$ cat src/rtl/ipgu_win_sched.sv
// Pyramid window scheduler: raster-scans window origins per level, then runs the RAM1->RAM2 downscale between levels.
// Origins are issued over a valid/ready handshake at one per cycle; winVld holds with stable fields while winRdy is low.
module ipgu_win_sched #(
    parameter int IMG_SIZE = 300,
    parameter int WIN      = 20,
    parameter int STRIDE   = 10,
    parameter int ADDR_W   = 9,
    parameter int LVL_W    = 4
) (
    input  logic              clk,
    input  logic              rst_n,
    input  logic              start,
    output logic              busy,
    output logic              done,
    output logic              winVld,
    input  logic              winRdy,
    output logic [ADDR_W-1:0] winX,
    output logic [ADDR_W-1:0] winY,
    output logic [LVL_W-1:0]  winLvl,
    output logic              winLvlLast,
    output logic              winFrmLast,
    output logic              scaleReq,
    input  logic              scaleAck,
    output logic [ADDR_W-1:0] scaleSrc,
    output logic [ADDR_W-1:0] scaleDst,
    input  logic              scaleDone
);

    localparam int                EW        = ADDR_W + 3;
    localparam logic [EW-1:0]     WIN_E     = EW'(WIN);
    localparam logic [EW-1:0]     STEP_E    = EW'(STRIDE + WIN);
    localparam logic [EW-1:0]     FIVE_E    = EW'(5);
    localparam logic [ADDR_W-1:0] STRIDE_A  = ADDR_W'(STRIDE);
    localparam logic [ADDR_W-1:0] IMG_A     = ADDR_W'(IMG_SIZE);
    localparam bit                TOO_SMALL = (IMG_SIZE < WIN);

    typedef enum logic [2:0] {
        S_IDLE,
        S_WIN,
        S_SCALE_REQ,
        S_SCALE_WAIT,
        S_FIN
    } state_t;

    state_t            r_state;
    state_t            w_state_nxt;
    logic [ADDR_W-1:0] r_size;
    logic [ADDR_W-1:0] r_x;
    logic [ADDR_W-1:0] r_y;
    logic [LVL_W-1:0]  r_lvl;

    logic [EW-1:0]     w_snext_e;
    logic              w_x_end;
    logic              w_y_end;
    logic              w_lvl_end;
    logic              w_next_fits;

    // Origin tests and next level size are evaluated at the widened width so x+STRIDE+WIN and 4*S cannot wrap.
    always_comb begin
        w_x_end     = (EW'(r_x) + STEP_E) > EW'(r_size);
        w_y_end     = (EW'(r_y) + STEP_E) > EW'(r_size);
        w_lvl_end   = w_x_end && w_y_end;
        w_snext_e   = (EW'(r_size) << 2) / FIVE_E;
        w_next_fits = (w_snext_e >= WIN_E);
    end

    always_ff @(posedge clk) begin
        if (!rst_n) begin
            r_state <= S_IDLE;
        end else begin
            r_state <= w_state_nxt;
        end
    end

    always_comb begin
        w_state_nxt = r_state;
        busy        = 1'b0;
        done        = 1'b0;
        winVld      = 1'b0;
        winLvlLast  = 1'b0;
        winFrmLast  = 1'b0;
        scaleReq    = 1'b0;
        case (r_state)
            S_IDLE: begin
                if (start) begin
                    w_state_nxt = TOO_SMALL ? S_FIN : S_WIN;
                end
            end
            S_WIN: begin
                busy       = 1'b1;
                winVld     = 1'b1;
                winLvlLast = w_lvl_end;
                winFrmLast = w_lvl_end && !w_next_fits;
                if (winRdy && w_lvl_end) begin
                    w_state_nxt = w_next_fits ? S_SCALE_REQ : S_FIN;
                end
            end
            S_SCALE_REQ: begin
                busy     = 1'b1;
                scaleReq = 1'b1;
                if (scaleAck) begin
                    w_state_nxt = S_SCALE_WAIT;
                end
            end
            S_SCALE_WAIT: begin
                busy = 1'b1;
                if (scaleDone) begin
                    w_state_nxt = S_WIN;
                end
            end
            S_FIN: begin
                done        = 1'b1;
                w_state_nxt = S_IDLE;
            end
            default: begin
                w_state_nxt = S_IDLE;
            end
        endcase
    end

    // Origin/level registers only move on events that are legal in the current state, so stray inputs are ignored.
    always_ff @(posedge clk) begin
        if (!rst_n) begin
            r_size <= '0;
            r_x    <= '0;
            r_y    <= '0;
            r_lvl  <= '0;
        end else begin
            case (r_state)
                S_IDLE: begin
                    if (start) begin
                        r_size <= IMG_A;
                        r_lvl  <= '0;
                        r_x    <= '0;
                        r_y    <= '0;
                    end
                end
                S_WIN: begin
                    if (winRdy) begin
                        if (w_x_end) begin
                            r_x <= '0;
                            if (!w_y_end) begin
                                r_y <= r_y + STRIDE_A;
                            end
                        end else begin
                            r_x <= r_x + STRIDE_A;
                        end
                    end
                end
                S_SCALE_WAIT: begin
                    if (scaleDone) begin
                        r_size <= w_snext_e[ADDR_W-1:0];
                        r_lvl  <= r_lvl + LVL_W'(1);
                        r_x    <= '0;
                        r_y    <= '0;
                    end
                end
                default: begin
                end
            endcase
        end
    end

    assign winX     = r_x;
    assign winY     = r_y;
    assign winLvl   = r_lvl;
    assign scaleSrc = r_size;
    assign scaleDst = w_snext_e[ADDR_W-1:0];

endmodule

$ cat config.mk
export PLATFORM = sky130hd
export DESIGN_NAME = ipgu_win_sched
export DESIGN_NICKNAME = d
export VERILOG_FILES = /design/src/rtl/ipgu_win_sched.sv
export SDC_FILE = /design/constraint.sdc
export NUM_CORES = 1
export LEC_CHECK = 0
export BUFFER_PORTS_ARGS = -buffer_cell sky130_fd_sc_hd__buf_2
export CORE_UTILIZATION = 45
export CTS_CLUSTER_DIAMETER = 100
export DETAILED_ROUTE_END_ITERATION = 6
export PLACE_DENSITY = 0.7
export SLEW_MARGIN = 15
export SYNTH_ARGS = -nofsm -noshare
export SYNTH_HDL_FRONTEND = slang
export SYNTH_SLANG_ARGS = --single-unit
$ cat constraint.sdc
create_clock -name clk -period 7.3 [get_ports clk]
set_input_delay 0.365 -clock clk [delete_from_list [all_inputs] [get_ports clk]]
set_output_delay 0.365 -clock clk [all_outputs]
set_load 0.01 [all_outputs]
==> results.yml <==
global_route:
  grt_pass1_wl_um: 14900
  grt_start_max_net_pins: 40
  antenna_found_initial: 0
  track_usage: 0.235
  overflow: 0
  first_global_vias: 3084
timing:
  slew_headroom: 0.312
  hold_violations: 0
  fin_tns_setup_ns: 0
  slew_violations: 0
  min_period_ns: 5.64
  fin_crit_sh: 0.773
  finalSetupViolations: 0
  skew_ns: 0.0105
  tightest_slew_ns: 1.03
  rsz0062_at_grt: "false"
  max_clock_freq_mhz: 177
run_status:
  outcome: "completed"
synth:
  synth_area_leaders: "dfxtp_1 (19%), ha_1 (8.7%), nor2_1 (6.0%), nand2_1 (4.6%), a21oi_1 (4.5%)"
  muxShareOfSynthArea: 0.0120
  synth_compound_area_frac: 0.282
  synth_area_um2: 3450
  synth_fa_ha_area_frac: 0.0932
  synth_ff_type: "dfxtp_1"
  synth_cell_types: 75
  ys.warnings.count: 0
  synth_top_area_share: 0.186
  synth-edff-count: 0
  syn_avg_cell_area_um2: 7.36
  synthCells: 469
  synth_largest_area_cell: "dfxtp_1"
  synth_xor_area_frac: 0.0838
  synth_simple_gate_area_frac: 0.265
  synth_top_family_by_area: "compound AO/OA/AOI/OAI gates"
  synth-seq-area-share: 0.186
  ys_async_sr_fraction: 0
  synth_seq_cells: 32
critical_path:
  path_cells: "inv_1, a21oi_1, o22ai_1, a221o_1, o22ai_1, nor2_1, o21ai_0, xnor2_1, ha_1, maj3_2, a221o_2, xnor2_4, ha_1, and2_1, o211ai_2, a21o_1, buf_2"
  crit_end: "scaleDst[0]"
  crit_type: "reg2out"
  cp.arrival_ns: 5.28
  path_max_fanout: 34
  cp.depth: 17
  cp-startpoint: "scaleSrc[3]$_SDFFE_PN0P_"
  critical_path.max_stage_delay_ns: 1.00
  worst_setup_path_end_kind: "output port"
  r2r-start: "scaleSrc[3]$_SDFFE_PN0P_"
  required_ns: 6.93
  cp_num_buf_inv: 2
  reg2reg_slack_ns: 2.24
  r2r_cells: 16
  cp_top_family: "compound AO/OA/AOI/OAI gates"
  cp-start-kind: "register"
  rr_endpoint: "scaleSrc[0]$_SDFFE_PN0P_"
  crit_slowest_cell: "dfxtp_1"
power_and_ir_drop:
  seqPwrFrac: 0.283
  sw_frac_of_total: 0.414
  peakVddDrop_mv: 0.110
  pwr-share-comb: 0.482
  pwr-share-clk: 0.235
  power_mw: 0.724
  power_leakage_nw: 1.66
  power_per_cell_area_nw_per_um2: 191
  p_switching_mw: 0.300
  internal_power_mw: 0.424
cells_and_area:
  drive_gt1_frac: 0.153
  antenna_cells: 0
  final_area_um2: 3780
  nNetsFinal: 527
  area_delta_synth_final_pct: 9.57
clocking:
  tritoncts: "built"
  clk_pin_slew_worst_paths_ns: 0.07
  cts.path.max_buffers: 2
  insertion_delay_ns: 0.28
  cts.htree.levels: 2
  postCtsSetupBuffers: 0
  cts_resized: 0
  cts_buffers: 5
  root_buffer: "clkbuf_8"
  clock-sinks: 32
  ctsHoldBuffers: 0
min_path:
  hp-class: "in2reg"
floorplanning:
  core-area_um2: 7330
  core.rowCount: 31
  num_io_pins: 52
  die_x_um: 89.6
  start_util: 0.471
  die-area_um2: 8020
  die_y_um: 89.6
route:
  drt-wirelength-per-cell_um: 15.6
  drt-total-wl_um: 9340
  drc: 0
  first_pass_iters: 6
  num_vias: 3615
  viasPerCell: 6.06
  ant_nets: 0
  drtIter0Drc: 344
placed_design:
  hpwlAfterDp_um: 6710
  dpl_cell_area_um2: 3670
  portBuffers: 49
  gp_congestion: 0.938
job:
  max-cap-violations: 0
-- worst min path at each step --
stage	start	to	slack, ns	cells past startpoint
floorplan	winX[2]$_SDFFE_PN0P_	winX[2]$_SDFFE_PN0P_	0.53	2
global placement	winLvl[3]$_SDFFE_PN0P_	winLvl[3]$_SDFFE_PN0P_	0.51	2
detailed placement	winLvl[3]$_SDFFE_PN0P_	winLvl[3]$_SDFFE_PN0P_	0.51	2
CTS	rst_n	r_state[2]$_SDFFE_PN0P_	0.40	3
global route	rst_n	r_state[2]$_SDFFE_PN0P_	0.41	3
finish	rst_n	r_state[2]$_SDFFE_PN0P_	0.40	3
-- power by group through the flow --
stage	sequential (mW)	clock, mW	combinational (mW)
final	0.205	0.170	0.349
after global routing	0.208	0.181	0.387
after CTS	0.205	0.173	0.344
after detailed placement	0.209	0	0.342
after global placement	0.208	0	0.337
after floorplan	0.200	0	0.271
-- synth_stat cells (all sizes together) (4+ instances only) --
library cell	instances
a31oi	7
o2bb2ai	4
o31ai	4
a22oi	6
a211o	4
nand2	42
a21oi	32
o211ai	7
a211oi	5
and3	6
or3b	6
xnor2	14
nand3	13
ha	24
nand3b	4
inv	20
clkbuf	15
nand4	7
nor2b	7
nor2	55
nand2b	7
xor2	16
and2	4
nor3	9
a21o	9
o21ai	24
o22ai	8
a221oi	5
buf	19
dfxtp	32
-- cells by family after synthesis --
kind of cell / count (synthesis)
flip-flops: 32
XOR/XNOR: 30
multiplexers: 4
adder cells (fa/ha/maj): 26
buffers and inverters: 55
other: 1
AO/OA/AOI/OAI: 141
AND/OR/NAND/NOR: 180
-- placed cells by master, fill, tap and decap left out, types with 4 or more instances in the layout --
cell and n:
nand2b_1 7, a22oi_1 6, a211o_1 4, nor2b_1 7, xor2_1 15, dfxtp_1 32
o22ai_1 7, buf_4 5, nand4_1 7, a21oi_1 31, a31oi_1 7, nor2_1 55
nor3_1 9, and3_1 6, o211ai_1 6, o31ai_1 4, a21o_1 9, nand3b_1 4
clkbuf_8 5, o2bb2ai_1 4, xnor2_1 13, and2_1 4, inv_1 19, o21ai_0 21
a221oi_1 5, buf_2 49, nand2_1 42, nand3_1 13, ha_1 24, a211oi_1 5
-- state kept, by name (all words and copies together), names as in the netlist --
| register | flops |
|---|---|
| scaleSrc | 9 |
| winY | 8 |
| winLvl | 4 |
| winX | 8 |
| r_state | 3 |
-- stage by stage --
| step | instances | hold WS [ns] | utilization | worst slack [ns] |
|---|---|---|---|---|
| finish | 597 | 0.405 | 0.516 | 1.66 |
| global route | 597 | 0.412 | 0.516 | 1.14 |
| CTS | 597 | 0.397 | 0.516 | 1.72 |
| detailed placement | 589 | 0.511 | 0.501 | 2.03 |
| global placement | 589 | 0.507 | 0.501 | 2.24 |
| floorplan | 470 | 0.528 | - | 2.65 |
-- final cells by class --
| class | count | area, µm² |
|---|---|---|
| fillers | 740 | 3550 |
| multi-input cells | 383 | 2550 |
| flip-flops and latches | 32 | 641 |
| repair buffers | 54 | 283 |
| well taps | 99 | 124 |
| inverters | 21 | 78.8 |
| clock buffers | 6 | 72.6 |
| clock inverters | 2 | 35.0 |
-- routing by layer --
| layer | track usage | vias up | wire, µm |
|---|---|---|---|
| met5 | 0 | - | 0 |
| met4 | 0.0866 | 0 | 141 |
| met3 | 0.0347 | 13 | 699 |
| met2 | 0.353 | 154 | 4290 |
| met1 | 0.338 | 1678 | 4200 |
| li1 | - | 1770 | - |
-- worst register-to-register path: stages, from the launching register on --
cell and delay, ns:
dfxtp_1 1.00, inv_1 0.21, a21oi_1 0.21, o22ai_1 0.10, a221o_1 0.29, o22ai_1 0.53
nor2_1 0.14, o21ai_0 0.41, xnor2_1 0.16, ha_1 0.25, maj3_2 0.32, a221o_2 0.47
xnor2_4 0.16, ha_1 0.21, nor2_1 0.12, o211ai_2 0.11, a211o_1 0.26
Note: power is estimated with default switching activity, not from simulation.
